[src/rtl/cmp_pkg.sv]
// Shared encodings for the compare/test unit: op codes, branch condition codes and
// bit positions of the packed Z/C/N/V flag word.
package cmp_pkg;

  localparam logic OP_CMP = 1'b0;
  localparam logic OP_TST = 1'b1;

  localparam logic [2:0] COND_EQ  = 3'd0;
  localparam logic [2:0] COND_NE  = 3'd1;
  localparam logic [2:0] COND_LTU = 3'd2;
  localparam logic [2:0] COND_GEU = 3'd3;
  localparam logic [2:0] COND_LT  = 3'd4;
  localparam logic [2:0] COND_GE  = 3'd5;
  localparam logic [2:0] COND_GTU = 3'd6;
  localparam logic [2:0] COND_AL  = 3'd7;

  localparam int unsigned FLAG_Z = 3;
  localparam int unsigned FLAG_C = 2;
  localparam int unsigned FLAG_N = 1;
  localparam int unsigned FLAG_V = 0;

endpackage

[src/rtl/cmp_flag_calc.sv]
// Combinational flag generator: CMP computes A-B with borrow, TST computes A&B.
module cmp_flag_calc
  import cmp_pkg::*;
#(
  parameter int unsigned WIDTH = 18
) (
  input  logic             op,
  input  logic [WIDTH-1:0] a,
  input  logic [WIDTH-1:0] b,
  output logic             z,
  output logic             c,
  output logic             n,
  output logic             v
);

  logic [WIDTH:0]   diff;
  logic [WIDTH-1:0] r;

  // Zero-extended subtract so the top bit is the unsigned borrow.
  assign diff = {1'b0, a} - {1'b0, b};
  assign r    = a & b;

  always_comb begin
    z = 1'b0;
    c = 1'b0;
    n = 1'b0;
    v = 1'b0;
    case (op)
      OP_CMP: begin
        z = (diff[WIDTH-1:0] == '0);
        c = diff[WIDTH];
        n = diff[WIDTH-1];
        v = (a[WIDTH-1] ^ b[WIDTH-1]) & (a[WIDTH-1] ^ diff[WIDTH-1]);
      end
      OP_TST: begin
        z = (r == '0);
        n = r[WIDTH-1];
      end
      default: ;
    endcase
  end

endmodule

[src/rtl/cmp_flag_unit.sv]
// Compare/test unit: optional operand stage, held Z/C/N/V flag register with
// commit pulse, and branch condition evaluation against the held flags.
module cmp_flag_unit
  import cmp_pkg::*;
#(
  parameter int unsigned WIDTH = 18,
  parameter int unsigned PIPE  = 1
) (
  input  logic             Clock,
  input  logic             Reset_n,
  input  logic             in_valid,
  input  logic             op,
  input  logic [WIDTH-1:0] a,
  input  logic [WIDTH-1:0] b,
  input  logic             flags_clr,
  input  logic [2:0]       cond,
  output logic             zf,
  output logic             cf,
  output logic             nf,
  output logic             vf,
  output logic             flags_valid,
  output logic             busy,
  output logic             cond_true
);

  logic             calc_valid;
  logic             calc_op;
  logic [WIDTH-1:0] calc_a;
  logic [WIDTH-1:0] calc_b;
  logic             calc_z, calc_c, calc_n, calc_v;

  if (PIPE != 0) begin : g_pipe
    logic             stg_valid_q;
    logic             stg_op_q;
    logic [WIDTH-1:0] stg_a_q;
    logic [WIDTH-1:0] stg_b_q;

    // Operands load only with a valid op so idle-cycle junk never reaches the datapath.
    always_ff @(posedge Clock or negedge Reset_n) begin
      if (!Reset_n) begin
        stg_valid_q <= 1'b0;
        stg_op_q    <= 1'b0;
        stg_a_q     <= '0;
        stg_b_q     <= '0;
      end else begin
        stg_valid_q <= in_valid;
        if (in_valid) begin
          stg_op_q <= op;
          stg_a_q  <= a;
          stg_b_q  <= b;
        end
      end
    end

    assign calc_valid = stg_valid_q;
    assign calc_op    = stg_op_q;
    assign calc_a     = stg_a_q;
    assign calc_b     = stg_b_q;
    assign busy       = stg_valid_q;
  end else begin : g_nopipe
    assign calc_valid = in_valid;
    assign calc_op    = in_valid & op;
    assign calc_a     = in_valid ? a : '0;
    assign calc_b     = in_valid ? b : '0;
    assign busy       = 1'b0;
  end

  cmp_flag_calc #(
    .WIDTH(WIDTH)
  ) u_calc (
    .op(calc_op),
    .a (calc_a),
    .b (calc_b),
    .z (calc_z),
    .c (calc_c),
    .n (calc_n),
    .v (calc_v)
  );

  logic [3:0] flags_q;
  logic       flags_valid_q;

  // A commit beats a simultaneous clear: the newer result is kept.
  always_ff @(posedge Clock or negedge Reset_n) begin
    if (!Reset_n) begin
      flags_q       <= '0;
      flags_valid_q <= 1'b0;
    end else begin
      flags_valid_q <= calc_valid;
      if (calc_valid) begin
        flags_q[FLAG_Z] <= calc_z;
        flags_q[FLAG_C] <= calc_c;
        flags_q[FLAG_N] <= calc_n;
        flags_q[FLAG_V] <= calc_v;
      end else if (flags_clr) begin
        flags_q <= '0;
      end
    end
  end

  assign zf          = flags_q[FLAG_Z];
  assign cf          = flags_q[FLAG_C];
  assign nf          = flags_q[FLAG_N];
  assign vf          = flags_q[FLAG_V];
  assign flags_valid = flags_valid_q;

  always_comb begin
    cond_true = 1'b0;
    unique case (cond)
      COND_EQ:  cond_true = zf;
      COND_NE:  cond_true = !zf;
      COND_LTU: cond_true = cf;
      COND_GEU: cond_true = !cf;
      COND_LT:  cond_true = nf ^ vf;
      COND_GE:  cond_true = !(nf ^ vf);
      COND_GTU: cond_true = !cf && !zf;
      COND_AL:  cond_true = 1'b1;
    endcase
  end

endmodule
[config.mk]
export PLATFORM = sky130hd
export DESIGN_NAME = cmp_flag_unit
export DESIGN_NICKNAME = d
export VERILOG_FILES = /design/src/rtl/cmp_pkg.sv /design/src/rtl/cmp_flag_calc.sv /design/src/rtl/cmp_flag_unit.sv
export SDC_FILE = /design/constraint.sdc
export NUM_CORES = 1
export LEC_CHECK = 0
export CAP_MARGIN = 20
export CORE_AREA = 2 2 97 99
export CTS_BUF_LIST = sky130_fd_sc_hd__clkbuf_4 sky130_fd_sc_hd__clkbuf_8
export DETAILED_ROUTE_END_ITERATION = 6
export DIE_AREA = 0 0 99 101
export GPL_ROUTABILITY_DRIVEN = 1
export PLACE_DENSITY = 0.66
export SYNTH_ARGS = -nofsm -noshare
export SYNTH_HDL_FRONTEND = slang
export SYNTH_HIERARCHICAL = 1
export SYNTH_SLANG_ARGS = --single-unit
[constraint.sdc]
create_clock -name Clock -period 4.15 [get_ports Clock]
set_clock_uncertainty 0.1 [all_clocks]
set_input_delay 0.83 -clock Clock [delete_from_list [all_inputs] [get_ports Clock]]
set_output_delay 0.83 -clock Clock [all_outputs]
set_load 0.05 [all_outputs]
==> flow_metrics.env <==
export IMPL_status="completed"
export IMPL_seqPwrFrac_pct=36.9
export IMPL_synth_nets=372
export IMPL_grt_pass1_wl_mm=11.08
export IMPL_ir_worst_vdd_mv=0.1572
export IMPL_synth_top_area_share_pct=35.26
export IMPL_rsz0062_at_grt="false"
export IMPL_start_util_pct=33.99
export IMPL_path_class="in -> out"
export IMPL_vias=2345
export IMPL_cp_arrival_ps=2700
export IMPL_cts_htree_levels=2
export IMPL_worstPathMaxFanout=6
export IMPL_drive_gt1_share_pct=17.25
export IMPL_p_sw_share_pct=33.62
export IMPL_setup_viol=0
export IMPL_synth_mux_area_share_pct=15.38
export IMPL_synthSimpleGateAreaFrac_pct=11.52
export IMPL_drt_iter0_markers=155
export IMPL_yosys_area_share_xor_xnor_pct=2.583
export IMPL_synthAdderAreaFrac_pct=15.42
export IMPL_hold_class="in -> async"
export IMPL_post_dp_hpwl_mm=5.038
export IMPL_critPathRequiredTime_ps=3220
export IMPL_place_congestion=0.8707
export IMPL_die_h_um=101
export IMPL_finalNonFillerCells=453
export IMPL_portBuffers=50
export IMPL_cts_resized=0
export IMPL_fin_setup_tns_ps=0
export IMPL_cellPowerDensity_nw_per_um2=359.3
export IMPL_post_cts_setup_buffers=0
export IMPL_tightestPinTransition_ps=495.8
export IMPL_num_fill_cells=863
export IMPL_async_flop_share_pct=100.0
export IMPL_slew_violations=0
export IMPL_coreArea_um2=8977
export IMPL_postSynthAreaPerCell_um2=10.49
export IMPL_cts_hold_buf=0
export IMPL_ys_warn_count=6
export IMPL_ant_nets=0
export IMPL_clk_pin_slew_ps=90
export IMPL_hold_viol_final=0
export IMPL_period_needed_ps=3626
export IMPL_slew_headroom_pct=66.84
export IMPL_fmaxAchievable_ghz=0.2758
export IMPL_core_rowCount=35
export IMPL_synthTopCellsByArea="dfrtp_1, ha_1, mux2_2"
export IMPL_maxCapViolCount=0
export IMPL_synth_seq_cells=43
export IMPL_cts_tree="done"
export IMPL_drc=0
export IMPL_grt_ovfl_total=0
export IMPL_syn2layout_area_growth_pct=23.58
export IMPL_first_pass_iters=5
export IMPL_synth_ff_type="dfrtp_1"
export IMPL_design_final_nets=422
export IMPL_syn_inst=291
export IMPL_post_synth_num_cell_types=52
export IMPL_routedWlPerCell_um=14.32
export IMPL_die_area_um2=9999
export IMPL_io_pins=51
export IMPL_drt_vias_per_instance=5.177
export IMPL_track_usage_pct=13.66
export IMPL_grt_max_degree=44
export IMPL_insertion_delay_ps=290
export IMPL_clkPwrFrac_pct=25.0
export IMPL_synth_edf_count=0
export IMPL_ys_seq_area_share_pct=35.26
export IMPL_die_w_um=99
export IMPL_first_global_vias=2361
export IMPL_numCtsBuffers=5
export IMPL_antenna_found_initial=0
export IMPL_pwr_share_comb_pct=38.0
export IMPL_timing_hold_ws_ps=295.2
export IMPL_diodes=0
export IMPL_clock_root_buffer="clkbuf_8"
export IMPL_clk_path_buf_depth=2
export IMPL_p_leak_nw=1.642
export IMPL_place_inst=444
export IMPL_wirelength_mm=6.486
export IMPL_synth_top_family_by_area="adder cells"
export IMPL_numClockSinks=43
export IMPL_netlist_area_um2=3052
export IMPL_p_switching_mw=0.4555
export IMPL_cp_end_kind="output port"
export IMPL_worstSetupStartpointType="input pin"
export IMPL_p_int_mw=0.8994
export IMPL_synth_compound_area_share_pct=14.92
export IMPL_synth_top_area_cell="dfrtp_1"
export IMPL_period_share_pct=87.37
[final cells by class]
class,instances,area (um2),area share [%]
Clock inverter,2,35.03,0.9290
Clock buffer,6,82.58,2.190
Timing Repair Buffer,52,523.0,13.87
Multi-Input combinational cell,215,1826,48.41
Sequential cell,43,1076,28.53
Tap cell,111,138.9,3.683
Inverter,24,90.09,2.389
[cell families (layout without fill, tap and decap cells)]
logic type | after synthesis | after routing
AO/OA/AOI/OAI | 64 | 64
AND/OR/NAND/NOR | 63 | 63
flip-flops | 43 | 43
multiplexers | 42 | 42
adder cells (fa/ha/maj) | 37 | 37
buffers and inverters | 33 | 84
XOR/XNOR | 9 | 9
[flip-flops by register name (all words and copies together) (netlist names)]
name	count
busy	1
calc_a	18
calc_b	18
calc_op	1
flags_q	4
flags_valid	1
[power by group through the flow]
stage	Clock, mW	Combinational [mW]	Sequential, mW
floorplan	0	0.352	0.518
global placement	0	0.506	0.508
detailed placement	0	0.511	0.511
CTS	0.354	0.513	0.502
global route	0.365	0.572	0.509
finish	0.339	0.515	0.501
[worst max-delay path, stage by stage]
cell	delay (ps)
clkdlybuf4s50_1	570
nor2_1	50
mux2_2	260
o21ai_1	150
o311ai_1	110
clkdlybuf4s50_1	710
[metrics by stage]
step           cell area [um2]  setup slack, ps  total power, mW  utilization, %
6_report                  3771            524.3            1.355           42.01
5_1_grt                   3771            441.6            1.446           42.01
4_1_cts                   3751            514.8            1.370           41.78
3_5_place_dp              3633            519.0            1.022           40.47
3_3_place_gp              3633            605.1            1.014           40.47
2_1_floorplan             3052             1046           0.8694               -
[final timing paths]
check                           cells after the start                endpoint                    from  slack (ps)
worst min register to register                      1  calc_b[11]$_DFFE_PN0P_  calc_b[11]$_DFFE_PN0P_         440
worst min-delay path                                1   calc_b[1]$_DFFE_PN0P_                 Reset_n         300
worst max-delay path                                6               cond_true                 cond[0]         520
min in group Clock                                  1  calc_b[11]$_DFFE_PN0P_  calc_b[11]$_DFFE_PN0P_         440
max in group asynchronous                           2  calc_b[14]$_DFFE_PN0P_                 Reset_n        3180
worst max register to register                     14  flags_q[3]$_DFFE_PN0P_   calc_a[0]$_DFFE_PN0P_         770
[per-layer routing]
layer | share of wire (%) | GRT usage (%)
met5 | 0 | 0
met1 | 45 | 17.03
met4 | 3.4 | 6.428
met3 | 2.7 | 2.011
met2 | 49 | 23.28
[synthesized netlist by cell type (all sizes together) (5+ instances only)]
master   n
a21o     5
a21oi   17
clkbuf   5
dfrtp   43
ha      36
inv     24
mux2    39
nand2   12
nand2b   8
nand4    8
nor2     8
nor4     6
o21a     6
o21ai   12
xnor2    7
[placed cells by master, fill, tap and decap left out, types with 2 or more instances in the layout]
| cell type | netlist | final |
|---|---|---|
| mux2_2 | 39 | 39 |
| o2111ai_1 | 2 | 2 |
| or4_1 | 2 | 2 |
| clkbuf_8 | 0 | 6 |
| clkdlybuf4s50_1 | 0 | 49 |
| o21ai_0 | 11 | 11 |
| nor2b_1 | 2 | 2 |
| mux2i_1 | 3 | 3 |
| o22ai_1 | 3 | 3 |
| o21a_1 | 6 | 6 |
| nand3_1 | 2 | 2 |
| a21oi_1 | 17 | 17 |
| nand2b_1 | 8 | 8 |
| xnor2_1 | 7 | 7 |
| a21o_1 | 5 | 5 |
| xor2_1 | 2 | 2 |
| ha_1 | 36 | 36 |
| a211oi_1 | 2 | 2 |
| nor3_1 | 4 | 4 |
| nor2_1 | 8 | 8 |
| dfrtp_1 | 43 | 43 |
| a31oi_1 | 2 | 2 |
| inv_1 | 24 | 24 |
| nand2_1 | 12 | 12 |
| nor4_1 | 5 | 5 |
| nand4_1 | 8 | 8 |
| o211ai_1 | 2 | 2 |
| and3_1 | 4 | 4 |
Note: power is estimated with default switching activity, not from simulation.
